`src/rtl/nq_pfq_pkg.sv`:
```
// ============================================================================
// Package : nq_pfq_pkg
// Brief   : Shared constants, width helpers and entry type for the prefetch queue.
// Rev     : 1.0 - initial release
// ============================================================================
`default_nettype none

package nq_pfq_pkg;

  localparam int unsigned PFQ_INST_W     = 16;
  localparam int unsigned PFQ_PC_W       = 32;
  localparam int unsigned PFQ_FETCH_W    = 2;
  localparam int unsigned PFQ_DEPTH      = 8;
  localparam int unsigned PFQ_INST_BYTES = 2;

  function automatic int unsigned pfq_ptr_w(input int unsigned depth);
    return (depth > 1) ? $clog2(depth) : 1;
  endfunction

  function automatic int unsigned pfq_cnt_w(input int unsigned depth);
    return $clog2(depth) + 1;
  endfunction

  // Entry layout for the default configuration; storage uses the same {pc, inst} packing.
  typedef struct packed {
    logic [PFQ_PC_W-1:0]   pc;
    logic [PFQ_INST_W-1:0] inst;
  } pfq_entry_t;

endpackage

`default_nettype wire

```
`src/rtl/pfq_ram.sv`:
```
// ============================================================================
// Module : pfq_ram
// Brief  : DEPTH x WIDTH storage with LANES write ports and one async read port.
// Rev    : 1.0 - initial release
// ============================================================================
`default_nettype none

module pfq_ram
  import nq_pfq_pkg::*;
#(
  parameter int unsigned DEPTH = PFQ_DEPTH,
  parameter int unsigned WIDTH = PFQ_INST_W + PFQ_PC_W,
  parameter int unsigned LANES = PFQ_FETCH_W,
  parameter int unsigned AW    = pfq_ptr_w(PFQ_DEPTH)
) (
  input  logic                   clk,
  input  logic [LANES-1:0]       we_i,
  input  logic [LANES*AW-1:0]    waddr_i,
  input  logic [LANES*WIDTH-1:0] wdata_i,
  input  logic [AW-1:0]          raddr_i,
  output logic [WIDTH-1:0]       rdata_o
);

  logic [WIDTH-1:0] mem_q [DEPTH];

  // Lanes of one beat always target distinct entries, so write order is irrelevant.
  always_ff @(posedge clk) begin
    for (int i = 0; i < int'(LANES); i++) begin
      if (we_i[i]) begin
        mem_q[waddr_i[i*AW +: AW]] <= wdata_i[i*WIDTH +: WIDTH];
      end
    end
  end

  assign rdata_o = mem_q[raddr_i];

endmodule

`default_nettype wire

```
`src/rtl/inst_prefetch_queue.sv`:
```
// ============================================================================
// Module : inst_prefetch_queue
// Brief  : Instruction prefetch queue, FETCH_W-wide push, one-per-cycle pop.
//          Define PFQ_BYPASS_EN for same-cycle fetch-to-decode bypass when empty.
// Rev    : 1.0 - initial release
// ============================================================================
`default_nettype none

module inst_prefetch_queue
  import nq_pfq_pkg::*;
#(
  parameter int unsigned INST_W     = PFQ_INST_W,
  parameter int unsigned PC_W       = PFQ_PC_W,
  parameter int unsigned FETCH_W    = PFQ_FETCH_W,
  parameter int unsigned DEPTH      = PFQ_DEPTH,
  parameter int unsigned INST_BYTES = PFQ_INST_BYTES
) (
  input  logic                      clk,
  input  logic                      rst,
  input  logic                      flush,
  input  logic                      fetch_valid,
  output logic                      fetch_ready,
  input  logic [FETCH_W*INST_W-1:0] fetch_data,
  input  logic [PC_W-1:0]           fetch_pc,
  output logic                      out_valid,
  input  logic                      out_ready,
  output logic [INST_W-1:0]         out_inst,
  output logic [PC_W-1:0]           out_pc,
  output logic [$clog2(DEPTH):0]    count,
  output logic                      empty,
  output logic                      full
);

  localparam int unsigned PTR_W = pfq_ptr_w(DEPTH);
  localparam int unsigned CNT_W = pfq_cnt_w(DEPTH);
  localparam int unsigned ENT_W = INST_W + PC_W;

  logic [PTR_W-1:0] rd_ptr_q, rd_ptr_d;
  logic [PTR_W-1:0] wr_ptr_q, wr_ptr_d;
  logic [CNT_W-1:0] count_q, count_d;

  logic             push;
  logic             pop;
  logic             byp_active;
  logic             byp_take;
  logic [CNT_W-1:0] n_wr;
  logic [ENT_W-1:0] head_ent;

  logic [FETCH_W-1:0]       lane_we;
  logic [FETCH_W*PTR_W-1:0] lane_addr;
  logic [FETCH_W*ENT_W-1:0] lane_data;

  assign empty = (count_q == '0);
  assign full  = (count_q == CNT_W'(DEPTH));
  assign count = count_q;

  // Ready depends only on registered occupancy: no credit is taken for a same-cycle pop.
  assign fetch_ready = ~rst & ~flush & ((CNT_W'(DEPTH) - count_q) >= CNT_W'(FETCH_W));
  assign push        = fetch_valid & fetch_ready;

`ifdef PFQ_BYPASS_EN
  assign byp_active = empty & push;
`else
  assign byp_active = 1'b0;
`endif

  assign byp_take  = byp_active & out_ready;
  assign out_valid = ~empty | byp_active;
  assign pop       = ~empty & out_ready & ~flush;
  assign n_wr      = push ? (CNT_W'(FETCH_W) - CNT_W'(byp_take)) : '0;

  // When lane 0 is bypassed straight to decode, the remaining lanes shift down one slot.
  for (genvar i = 0; i < int'(FETCH_W); i++) begin : g_lane
    if (i == 0) begin : g_first
      assign lane_we[i] = push & ~byp_take;
    end else begin : g_rest
      assign lane_we[i] = push;
    end
    assign lane_addr[i*PTR_W +: PTR_W] = wr_ptr_q + PTR_W'(i) - PTR_W'(byp_take);
    assign lane_data[i*ENT_W +: ENT_W] = {fetch_pc + PC_W'(i * INST_BYTES),
                                          fetch_data[i*INST_W +: INST_W]};
  end

  pfq_ram #(
    .DEPTH (DEPTH),
    .WIDTH (ENT_W),
    .LANES (FETCH_W),
    .AW    (PTR_W)
  ) u_ram (
    .clk     (clk),
    .we_i    (lane_we),
    .waddr_i (lane_addr),
    .wdata_i (lane_data),
    .raddr_i (rd_ptr_q),
    .rdata_o (head_ent)
  );

  always_comb begin
    out_inst = '0;
    out_pc   = '0;
    if (!empty) begin
      out_pc   = head_ent[ENT_W-1 -: PC_W];
      out_inst = head_ent[INST_W-1:0];
    end else if (byp_active) begin
      out_pc   = fetch_pc;
      out_inst = fetch_data[INST_W-1:0];
    end
  end

  always_comb begin
    rd_ptr_d = rd_ptr_q + PTR_W'(pop);
    wr_ptr_d = wr_ptr_q + PTR_W'(n_wr);
    count_d  = count_q + n_wr - CNT_W'(pop);
    if (flush) begin
      rd_ptr_d = '0;
      wr_ptr_d = '0;
      count_d  = '0;
    end
  end

  always_ff @(posedge clk or posedge rst) begin
    if (rst) begin
      rd_ptr_q <= '0;
      wr_ptr_q <= '0;
      count_q  <= '0;
    end else begin
      rd_ptr_q <= rd_ptr_d;
      wr_ptr_q <= wr_ptr_d;
      count_q  <= count_d;
    end
  end

endmodule

`default_nettype wire

```
`config.mk`:
```
export PLATFORM = sky130hd
export DESIGN_NAME = inst_prefetch_queue
export DESIGN_NICKNAME = d
export VERILOG_FILES = /design/src/rtl/nq_pfq_pkg.sv /design/src/rtl/pfq_ram.sv /design/src/rtl/inst_prefetch_queue.sv
export SDC_FILE = /design/constraint.sdc
export NUM_CORES = 1
export LEC_CHECK = 0
export BUFFER_PORTS_ARGS = -buffer_cell sky130_fd_sc_hd__buf_2
export CORE_UTILIZATION = 55
export DETAILED_ROUTE_END_ITERATION = 10
export PLACE_DENSITY = 0.76
export SYNTH_ARGS = -nofsm -noshare
export SYNTH_HDL_FRONTEND = slang
export SYNTH_SLANG_ARGS = --single-unit
```
`constraint.sdc`:
```
create_clock -name clk -period 3.11 [get_ports clk]
set_clock_uncertainty 0.15 [all_clocks]
set_input_delay 0.1555 -clock clk [delete_from_list [all_inputs] [get_ports clk]]
set_output_delay 0.1555 -clock clk [all_outputs]
set_load 0.01 [all_outputs]
```
==> results of run 1 <==
-- area by class of cell --
type                            count  area (sq um)
Fill cell                        2272         11200
Sequential cell                   393         11800
Timing Repair Buffer              241          1840
Inverter                           21          97.6
Clock inverter                     21           209
Multi-Input combinational cell    737          5860
Clock buffer                       50          1060
Tap cell                          442           553
Antenna cell                        1          2.50
-- registers in the layout (all words and copies together) (netlist names) --
signal and cells:
u_ram.mem_q 384, count 4, rd_ptr_q 3, wr_ptr_q 2
-- stage by stage --
stage               total power, mW  util [%]
floorplan                      7.84         -
global placement               8.77      59.6
detailed placement             8.83      59.6
CTS                            13.5      65.6
global route                   14.0      65.6
finish                         13.5      65.6
-- final timing paths --
check	start	end	slack (ns)	depth (start not counted)
max in group asynchronous	rst	rd_ptr_q[1]	2.49	3
worst max-delay path	count[0]	count[3]	0.24	13
worst max register to register	count[0]	count[3]	0.24	13
min in group clk	out_ready	count[0]	0.08	4
worst min register to register	wr_ptr_q[2]	wr_ptr_q[2]	0.41	2
worst min-delay path	rst	wr_ptr_q[2]	0.02	3
-- cells by family after synthesis --
kind of cell	Yosys count	share of synthesized area (%)
buffers and inverters	154	3.83
flip-flops	393	64.3
multiplexers	144	14.4
AND/OR/NAND/NOR	448	10.3
XOR/XNOR	123	5.89
adder cells (fa/ha/maj)	12	0.862
AO/OA/AOI/OAI	10	0.349
-- per-layer routing --
layer | wire length, um | GRT usage [%]
met1 | 16700 | 33.7
met2 | 20600 | 41.8
met3 | 2820 | 3.79
met4 | 958 | 8.70
met5 | 0 | 0
-- synth_stat cells (all sizes together), types with 4 or more instances --
| library cell | instances |
|---|---|
| buf | 51 |
| clkbuf | 82 |
| dfrtp | 9 |
| edfxtp | 384 |
| ha | 11 |
| inv | 19 |
| mux2i | 48 |
| mux4 | 96 |
| nand2 | 258 |
| nand3 | 15 |
| nand4 | 8 |
| nor2 | 138 |
| nor2b | 6 |
| nor3 | 7 |
| o21ai | 4 |
| xnor2 | 55 |
| xor2 | 68 |
-- repair_timing --
item / 4_1_cts / 5_1_grt
setup endpoints to repair: 0 / 1
hold endpoints to repair: 402 / 0
gates resized for setup: 0 / 1
hold buffers: 67 / 0
-- report_power, final --
group	total [mW]	leakage (nW)	internal [mW]	switching (mW)
combinational	2.67	3.20	1.15	1.52
sequential	6.10	3.58	6.02	0.0831
clock	4.68	0.609	2.75	1.93
total	13.5	7.39	9.92	3.54
-- critical path: cells and delay by family (launching register included) --
kind	cells	cell delay [ns]
adder cells (fa/ha/maj)	4	1.03
AO/OA/AOI/OAI	2	0.52
flip-flops	1	0.41
AND/OR/NAND/NOR	3	0.25
buffers and inverters	3	0.24
XOR/XNOR	1	0.16
==> impl_table.tex, run 1 <==
\begin{tabular}{lr}
\hline
Metric & Value \\
\hline
\multicolumn{2}{l}{\textbf{Outcome}} \\
Result of the run & complete, no violations \\
\multicolumn{2}{l}{\textbf{Pwr}} \\
Leakage power of the design & about 7.4 nW \\
Max VDD drop & 1.27 mV \\
Power density over the cells & 629 nW/um\^{}2 \\
\multicolumn{2}{l}{\textbf{Placement}} \\
Instance area after placement & around 19,000 sq um \\
Placement-stage worst setup slack & between 0.15 and 0.2 ns \\
Number of buffers inserted by port buffering & about 120 \\
Number of instances in the placed design & $\sim$1.8k \\
Post-DP HPWL & 24,600 um \\
Placer Congestion & between 0.8 and 0.9 \\
\multicolumn{2}{l}{\textbf{GRT}} \\
Total gr overflow & 0 \\
Global-route wire length before repair & about 63,000 um \\
Number of global-route vias before repair & about 11k \\
Pin count of the biggest net entering global routing & 50 \\
Total routing resource utilization after global routing & roughly 25\% \\
Antenna violations before repair & 0 \\
\multicolumn{2}{l}{\textbf{Timing}} \\
Transition at the pin with the smallest max-transition slack & roughly 0.74 ns \\
Highest Clock Rate & $\sim$0.35 GHz \\
Number of pins exceeding their max-slew limit in the final report & 0 \\
Post-route setup slack & $\sim$0.24 ns \\
Headroom to the max-slew limit & approximately half \\
Final setup violating endpoints & 0 \\
Fin crit share & between 90 and 100\% \\
Worst slack on hold paths & $\sim$0.019 ns \\
RSZ-0062 raised after global routing & no \\
Number of endpoints with negative hold slack in the final report & 0 \\
Sum of negative setup slack & 0 ns \\
Post-layout minimum cycle time & 2.87 ns \\
\multicolumn{2}{l}{\textbf{Critical path}} \\
Crit path cell chain & inv\_1, ha\_1, nor2\_1, a22o\_1, a211oi\_2, nand2\_1, ha\_1, inv\_1, ha\_1, inv\_1, fa\_1, xnor2\_1, nor2\_1 \\
Worst setup path category & flip-flop to flip-flop \\
Arrival time reported for the critical path endpoint & around 3.1 ns \\
Worst Path Max Fanout & 5 \\
Crit-path slowest cell & sky130\_fd\_sc\_hd\_\_dfrtp\_1 \\
Data required time of the critical path & around 3.4 ns \\
CP peak stage delay & approximately 0.41 ns \\
Kind of capture point of the worst setup path & flip-flop \\
Type of origin of the critical path & flip-flop \\
\multicolumn{2}{l}{\textbf{Synth}} \\
Average cell area after synthesis & 14.2 sq um \\
Sequential-to-total area share from yosys stat & approximately 64\% \\
Yosys reg bits & 393 \\
Cell variety after synth & between 40 and 50 \\
Count of flip-flops with a built-in enable after synthesis & approximately 380 \\
Most instantiated flip-flop cell in the synthesis netlist & sky130\_fd\_sc\_hd\_\_edfxtp\_1 \\
Proportion of register bits with asynchronous set or reset after synthesis & around 2.3\% \\
Post-synthesis instance area & between 15,000 and 20,000 sq um \\
Syn. warnings & 0 \\
Instance count of the mapped netlist & 1,284 \\
Cell types with the largest area share after synthesis & sky130\_fd\_sc\_hd\_\_edfxtp\_1 (63\%), sky130\_fd\_sc\_hd\_\_mux4\_2 (12\%), sky130\_fd\_sc\_hd\_\_nand2\_1 (5.3\%), sky130\_fd\_sc\_hd\_\_xor2\_1 (3.3\%), sky130\_fd\_sc\_hd\_\_xnor2\_1 (2.6\%) \\
Most area-hungry cell type in the Yosys netlist & sky130\_fd\_sc\_hd\_\_edfxtp\_1 \\
Top cell type's share of synthesized area & 63.1\% \\
Synthesized Nets & 1,365 \\
\multicolumn{2}{l}{\textbf{Clock tree}} \\
Number of buffers created by CTS & 41 \\
Cell at the root of the clock tree & sky130\_fd\_sc\_hd\_\_clkbuf\_16 \\
Clock latency on the worst-skew pair & 0.53 ns \\
Post-CTS setup-driven buffer insertion count & 0 \\
Clock sinks & between 300 and 400 \\
H-tree Lvls & 2 \\
Clock transition at path regs & around 0.06 ns \\
Maximum clock insertion buffer count & 3 \\
TritonCTS clock tree & yes \\
\multicolumn{2}{l}{\textbf{Route}} \\
Post-route antenna net violation count & 0 \\
Total Wirelength & about 41,000 um \\
Routed length per instance & 21.5 um \\
Starting DRT DRC Count & $\sim$1.1k \\
Count of unresolved DRC violations after routing & 0 \\
Per-cell via count in the routed design & between 5 and 6 \\
Length of the first detailed-routing pass in iterations & 5 \\
Routed vias & 10.9k \\
\multicolumn{2}{l}{\textbf{Die}} \\
Site row count & 66 \\
Floorplan die area & between 30,000 and 40,000 sq um \\
Die Width & approximately 180 um \\
Core area & between 30,000 and 40,000 sq um \\
Boundary pin count & between 100 and 150 \\
Die Y-Extent & about 180 um \\
Initial Util & 56.1\% \\
\multicolumn{2}{l}{\textbf{Cells and area}} \\
Layout cells sized above 1 & 24.0\% \\
Most common cell after layout, fill and taps aside & sky130\_fd\_sc\_hd\_\_edfxtp\_1 \\
Commonest cells after routing, fill and taps aside & sky130\_fd\_sc\_hd\_\_edfxtp\_1 (384), sky130\_fd\_sc\_hd\_\_nand2\_1 (258), sky130\_fd\_sc\_hd\_\_nor2\_1 (128) \\
Final nets & $\sim$1.5k \\
Summed area of non-filler cells in the final layout & between 20,000 and 25,000 sq um \\
Area growth from synthesis to layout & 17.0\% \\
Final cell count without fillers & roughly 1.9k \\
\multicolumn{2}{l}{\textbf{Worst hold path}} \\
Path type of the worst min-delay path & input pin to async pin \\
\multicolumn{2}{l}{\textbf{Job}} \\
Max-cap violation count & 0 \\
\hline
\end{tabular}
Power figures use the tool's default switching activity.
==> run 2: changes to the inputs <==
- HOLD_SLACK_MARGIN: not set -> 0.06
- PLACE_DENSITY: 0.76 -> 0.82
==> impl_table.tex, run 2 (synthesis results as in run 1) <==
\begin{tabular}{lr}
\hline
Metric & Value \\
\hline
\multicolumn{2}{l}{\textbf{Outcome}} \\
Result of the run & complete, no violations \\
\multicolumn{2}{l}{\textbf{Clock tree}} \\
Clock sinks & about 390 \\
Clock latency on the worst-skew pair & roughly 0.53 ns \\
Clock transition at path regs & about 0.06 ns \\
Cell at the root of the clock tree & sky130\_fd\_sc\_hd\_\_clkbuf\_16 \\
H-tree Lvls & 2 \\
TritonCTS clock tree & yes \\
Number of buffers created by CTS & 41 \\
Maximum clock insertion buffer count & 3 \\
\multicolumn{2}{l}{\textbf{Cells and area}} \\
Summed area of non-filler cells in the final layout & 21,400 sq um \\
Filler cell count in the final layout & around 2.2k \\
Final cell count without fillers & between 1.5k and 2k \\
Most common cell after layout, fill and taps aside & sky130\_fd\_sc\_hd\_\_edfxtp\_1 \\
Commonest cells after routing, fill and taps aside & sky130\_fd\_sc\_hd\_\_edfxtp\_1 (384), sky130\_fd\_sc\_hd\_\_nand2\_1 (258), sky130\_fd\_sc\_hd\_\_nor2\_1 (128) \\
Layout cells sized above 1 & 23.6\% \\
Final nets & roughly 1.5k \\
Flip-flop count of the largest register after layout & between 300 and 400 \\
Area growth from synthesis to layout & 16.8\% \\
Antenna cells & 0 \\
\multicolumn{2}{l}{\textbf{Critical path}} \\
Crit path cell chain & or4\_1, and3\_4, a211oi\_2, nand2\_1, ha\_1, inv\_1, ha\_1, inv\_1, fa\_1, xnor2\_1, nor2\_1 \\
Type of origin of the critical path & flip-flop \\
Kind of capture point of the worst setup path & flip-flop \\
Worst Path Max Fanout & 7 \\
Crit-path leading delay family & simple AND/OR/NAND/NOR gates \\
Worst setup path category & flip-flop to flip-flop \\
Crit-path slowest cell & sky130\_fd\_sc\_hd\_\_or4\_1 \\
CP peak stage delay & 0.57 ns \\
Arrival time reported for the critical path endpoint & $\sim$3.2 ns \\
Worst R2R Start & count[3] \\
Data required time of the critical path & between 3 and 4 ns \\
Critical path startpoint & count[3] \\
Bufs and invs on worst path & 2 \\
\multicolumn{2}{l}{\textbf{Timing}} \\
Post-route setup slack & around 0.22 ns \\
Final setup violating endpoints & 0 \\
Sum of negative setup slack & 0 ns \\
Post-layout minimum cycle time & between 2 and 3 ns \\
RSZ-0062 raised after global routing & no \\
Headroom to the max-slew limit & approximately half \\
Number of endpoints with negative hold slack in the final report & 0 \\
Transition at the pin with the smallest max-transition slack & between 0.7 and 0.8 ns \\
Highest Clock Rate & 0.345 GHz \\
Fin crit share & between 90 and 100\% \\
Worst slack on hold paths & 0.289 ns \\
Number of pins exceeding their max-slew limit in the final report & 0 \\
\multicolumn{2}{l}{\textbf{Worst hold path}} \\
Path type of the worst min-delay path & input pin to flip-flop \\
Launch instance of the worst min-delay path & fetch\_pc[0] \\
\multicolumn{2}{l}{\textbf{Route}} \\
Length of the first detailed-routing pass in iterations & 5 \\
Routed length per instance & between 20 and 25 um \\
Routed vias & 11.0k \\
Post-route antenna net violation count & 0 \\
Starting DRT DRC Count & $\sim$1.2k \\
Count of unresolved DRC violations after routing & 0 \\
Total Wirelength & around 41,000 um \\
Per-cell via count in the routed design & around 5.8 \\
\multicolumn{2}{l}{\textbf{Pwr}} \\
Max VDD drop & about 1.1 mV \\
Power density over the cells & 629 nW/um\^{}2 \\
Leakage power of the design & roughly 7.4 nW \\
\multicolumn{2}{l}{\textbf{Placement}} \\
Placement-stage worst setup slack & approximately 0.19 ns \\
Placer Congestion & roughly 0.8 \\
Number of buffers inserted by port buffering & between 100 and 150 \\
Instance area after placement & slightly below 20,000 sq um \\
Post-DP HPWL & about 24,000 um \\
Number of instances in the placed design & 1,760 \\
\multicolumn{2}{l}{\textbf{Die}} \\
Core area & between 30,000 and 40,000 sq um \\
Boundary pin count & between 100 and 150 \\
Floorplan die area & about 34,000 sq um \\
Initial Util & approximately 56\% \\
Site row count & 66 \\
Die Width & about 180 um \\
Die Y-Extent & between 150 and 200 um \\
\multicolumn{2}{l}{\textbf{GRT}} \\
Antenna violations before repair & 1 \\
Pin count of the biggest net entering global routing & 76 \\
Global-route wire length before repair & 62,200 um \\
Total gr overflow & 0 \\
Number of global-route vias before repair & around 11k \\
Total routing resource utilization after global routing & roughly a quarter \\
\multicolumn{2}{l}{\textbf{Job}} \\
Max-cap violation count & 0 \\
\hline
\end{tabular}
[run 2: layer usage]
metal	GRT usage [%]	vias to the layer above	wire [um]
met5	0	-	8
met4	7.80	2	924
met3	4.19	90	2990
met2	41.2	522	20400
met1	32.7	5482	16400
li1	-	4855	-
[run 2: report_power, final]
| part | internal, mW | total, mW | switching [mW] | leakage, nW |
|---|---|---|---|---|
| clock | 2.69 | 4.65 | 1.96 | 0.617 |
| combinational | 1.16 | 2.68 | 1.51 | 3.18 |
| sequential | 6.02 | 6.12 | 0.100 | 3.58 |
[run 2: what timing repair did]
| item | 4_1_cts | 5_1_grt |
|---|---|---|
| endpoints found under the setup margin | 0 | 3 |
| buffers inserted | 0 | 1 |
| gates resized for setup | 0 | 1 |
| endpoints found under the hold margin | 402 | 0 |
| hold buffers | 69 | 0 |
[run 2: final cells by class]
cell class	count	area, sq um	share of cell area, %
Sequential cell	393	11800	55.1
Multi-Input combinational cell	737	5860	27.4
Timing Repair Buffer	237	1820	8.54
Clock buffer	52	1110	5.20
Tap cell	442	553	2.59
Clock inverter	21	151	0.709
Inverter	21	93.8	0.439
[run 2: path summary, 6_finish.rpt]
kind | end | slack (ns) | cells past startpoint
worst max-delay path | count[3] | 0.22 | 11
worst min-delay path | u_ram.mem_q[4][16] | 0.29 | 2
worst max register to register | count[3] | 0.22 | 11
worst min register to register | wr_ptr_q[2] | 0.43 | 2
max in group asynchronous | rd_ptr_q[0] | 1.92 | 4
min in group asynchronous | count[2] | 0.60 | 4
[run 2: through the flow]
stage	power, mW	utilization [%]
4_1_cts	13.5	65.4
2_1_floorplan	7.84	-
3_5_place_dp	8.81	59.4
5_1_grt	14.0	65.5
6_report	13.4	65.5
3_3_place_gp	8.75	59.4
==> run 3: changes to the inputs <==
- CORE_UTILIZATION: 55 -> 60
- PLACE_DENSITY: 0.82 -> 0.85
- clock period: 3.11 -> 3.66 ns (I/O delays scaled with it)
==> impl_table.tex, run 3 (synthesis results as in run 1) <==
\begin{tabular}{lr}
\hline
Metric & Value \\
\hline
\multicolumn{2}{l}{\textbf{Timing}} \\
Number of pins exceeding their max-slew limit in the final report & 0 \\
Fin crit share & between 80 and 90\% \\
Sum of negative setup slack & 0 ns \\
Highest Clock Rate & roughly 0.32 GHz \\
Headroom to the max-slew limit & $\sim$26\% \\
Transition at the pin with the smallest max-transition slack & 1.11 ns \\
Final setup violating endpoints & 0 \\
Number of endpoints with negative hold slack in the final report & 0 \\
RSZ-0062 raised after global routing & no \\
Post-layout minimum cycle time & about 3.2 ns \\
\multicolumn{2}{l}{\textbf{Clock tree}} \\
Clock latency on the worst-skew pair & 0.53 ns \\
Cells resized by post-CTS repair & 0 \\
Maximum clock insertion buffer count & 3 \\
Number of buffers created by CTS & 40 \\
Hold-fix buffers, CTS & 70 \\
Cell at the root of the clock tree & sky130\_fd\_sc\_hd\_\_clkbuf\_16 \\
H-tree Lvls & 2 \\
TritonCTS clock tree & yes \\
Clock transition at path regs & approximately 0.060 ns \\
Post-CTS setup-driven buffer insertion count & 0 \\
Clock sinks & around 390 \\
\multicolumn{2}{l}{\textbf{GRT}} \\
Pin count of the biggest net entering global routing & between 70 and 80 \\
Number of global-route vias before repair & 11.7k \\
Antenna violations before repair & 0 \\
Global-route wire length before repair & between 60,000 and 70,000 um \\
Total gr overflow & 0 \\
Total routing resource utilization after global routing & between 20 and 30\% \\
\multicolumn{2}{l}{\textbf{Pwr}} \\
Psw & between 3 and 4 mW \\
Power density over the cells & between 500 and 600 nW/um\^{}2 \\
Design internal power & approximately 8.3 mW \\
Leakage power of the design & roughly 7.3 nW \\
Net switching fraction of the power & around a quarter \\
Max VDD drop & $\sim$0.95 mV \\
Share of power burned in the clock network & between 30\% and 40\% \\
Combinational group share of total power & a little under 20\% \\
Power share of the sequential group & 46.2\% \\
\multicolumn{2}{l}{\textbf{Cells and area}} \\
Layout cells sized above 1 & between 20 and 25\% \\
Summed area of non-filler cells in the final layout & 21,100 sq um \\
Final nets & about 1.5k \\
Antenna cells & 0 \\
Flip-flop count of the largest register after layout & approximately 380 \\
Commonest cells after routing, fill and taps aside & sky130\_fd\_sc\_hd\_\_edfxtp\_1 (384), sky130\_fd\_sc\_hd\_\_nand2\_1 (258), sky130\_fd\_sc\_hd\_\_nor2\_1 (128) \\
Area growth from synthesis to layout & 15.2\% \\
Most common cell after layout, fill and taps aside & sky130\_fd\_sc\_hd\_\_edfxtp\_1 \\
\multicolumn{2}{l}{\textbf{Critical path}} \\
Setup slack of the worst register-to-register path & between 0.4 and 0.5 ns \\
Worst setup path category & flip-flop to flip-flop \\
Worst r2r dst & u\_ram.mem\_q[5][6] \\
Arrival time reported for the critical path endpoint & around 3.3 ns \\
Type of origin of the critical path & flip-flop \\
Worst R2R Start & count[1] \\
Worst Path Max Fanout & 35 \\
Kind of capture point of the worst setup path & flip-flop \\
Critical path startpoint & count[1] \\
Depth of the most critical reg-to-reg path & 10 \\
Data required time of the critical path & $\sim$3.8 ns \\
\multicolumn{2}{l}{\textbf{Outcome}} \\
Result of the run & complete, no violations \\
\multicolumn{2}{l}{\textbf{Route}} \\
Routed vias & roughly 11k \\
Post-route antenna net violation count & 0 \\
Routed length per instance & 24.0 um \\
Per-cell via count in the routed design & a little over 6 \\
Starting DRT DRC Count & $\sim$1.3k \\
Count of unresolved DRC violations after routing & 0 \\
Length of the first detailed-routing pass in iterations & 6 \\
Total Wirelength & 44,100 um \\
\multicolumn{2}{l}{\textbf{Die}} \\
Site row count & 63 \\
Initial Util & between 60\% and 70\% \\
Boundary pin count & 125 \\
Die Y-Extent & 177 um \\
Core area & about 30,000 sq um \\
Die Width & between 150 and 200 um \\
Floorplan die area & about 31,000 sq um \\
\multicolumn{2}{l}{\textbf{Placement}} \\
Placer Congestion & between 0.8 and 0.9 \\
Post-DP HPWL & $\sim$24,000 um \\
Instance area after placement & about 19,000 sq um \\
Number of buffers inserted by port buffering & around 120 \\
\multicolumn{2}{l}{\textbf{Worst hold path}} \\
Hold-critical path depth & 4 \\
Launch instance of the worst min-delay path & out\_ready \\
Path type of the worst min-delay path & input pin to flip-flop \\
Capture endpoint of the worst hold path & count[0] \\
\multicolumn{2}{l}{\textbf{Job}} \\
Max-cap violation count & 0 \\
\hline
\end{tabular}
-- run 3: worst max path at each step --
stage,to,slack (ns),cells past startpoint
6_report,u_ram.mem_q[5][6],0.50,10
5_1_grt,u_ram.mem_q[5][6],0.34,10
4_1_cts,out_pc[13],0.54,5
3_5_place_dp,u_ram.mem_q[5][6],0.58,10
3_3_place_gp,u_ram.mem_q[5][6],0.69,10
2_1_floorplan,u_ram.mem_q[6][0],0.47,6
-- run 3: routing by layer --
metal / GRT usage (%) / share of wire (%)
met4: 12.9 / 3.8
met1: 36.6 / 36
met3: 4.57 / 9.0
met5: 0 / 0
met2: 49.9 / 51
-- run 3: critical path, stage by stage (launching register included) --
cell and delay [ns]:
sky130_fd_sc_hd__dfrtp_1 0.42, sky130_fd_sc_hd__inv_1 0.10, sky130_fd_sc_hd__ha_1 0.28, sky130_fd_sc_hd__nor2_1 0.15, sky130_fd_sc_hd__nand3_1 0.24, sky130_fd_sc_hd__o21ai_4 0.48
sky130_fd_sc_hd__clkinv_2 0.46, sky130_fd_sc_hd__buf_12 0.33, sky130_fd_sc_hd__buf_4 0.18, sky130_fd_sc_hd__nand2_1 0.07, sky130_fd_sc_hd__nand2_1 0.06
-- run 3: power groups by stage --
| stage | logic [mW] | clock network [mW] | registers, mW |
|---|---|---|---|
| detailed placement | 2.10 | 0 | 5.31 |
| floorplan | 1.41 | 0 | 5.25 |
| finish | 2.19 | 3.90 | 5.22 |
| global placement | 2.05 | 0 | 5.29 |
| global route | 2.37 | 4.08 | 5.23 |
| CTS | 2.18 | 3.92 | 5.22 |
-- run 3: final cells by class --
cell class                      instances  area [sq um]
Sequential cell                       393         11800
Fill cell                            1833          8720
Multi-Input combinational cell        737          5850
Timing Repair Buffer                  226          1650
Clock buffer                           51          1060
Tap cell                              390           488
Clock inverter                         21           168
Inverter                               21          81.3
-- run 3: through the flow --
stage          setup slack, ns  hold WS, ns  instances  total power, mW  utilization [%]
2_1_floorplan            0.474       -0.139       1284             6.66                -
3_3_place_gp             0.688       0.0423       1697             7.34             64.2
3_5_place_dp             0.577       0.0547       1697             7.41             64.2
4_1_cts                  0.542       0.0913       1839             11.3             70.7
5_1_grt                  0.342        0.112       1839             11.7             70.7
6_report                 0.496       0.0967       1839             11.3             70.7
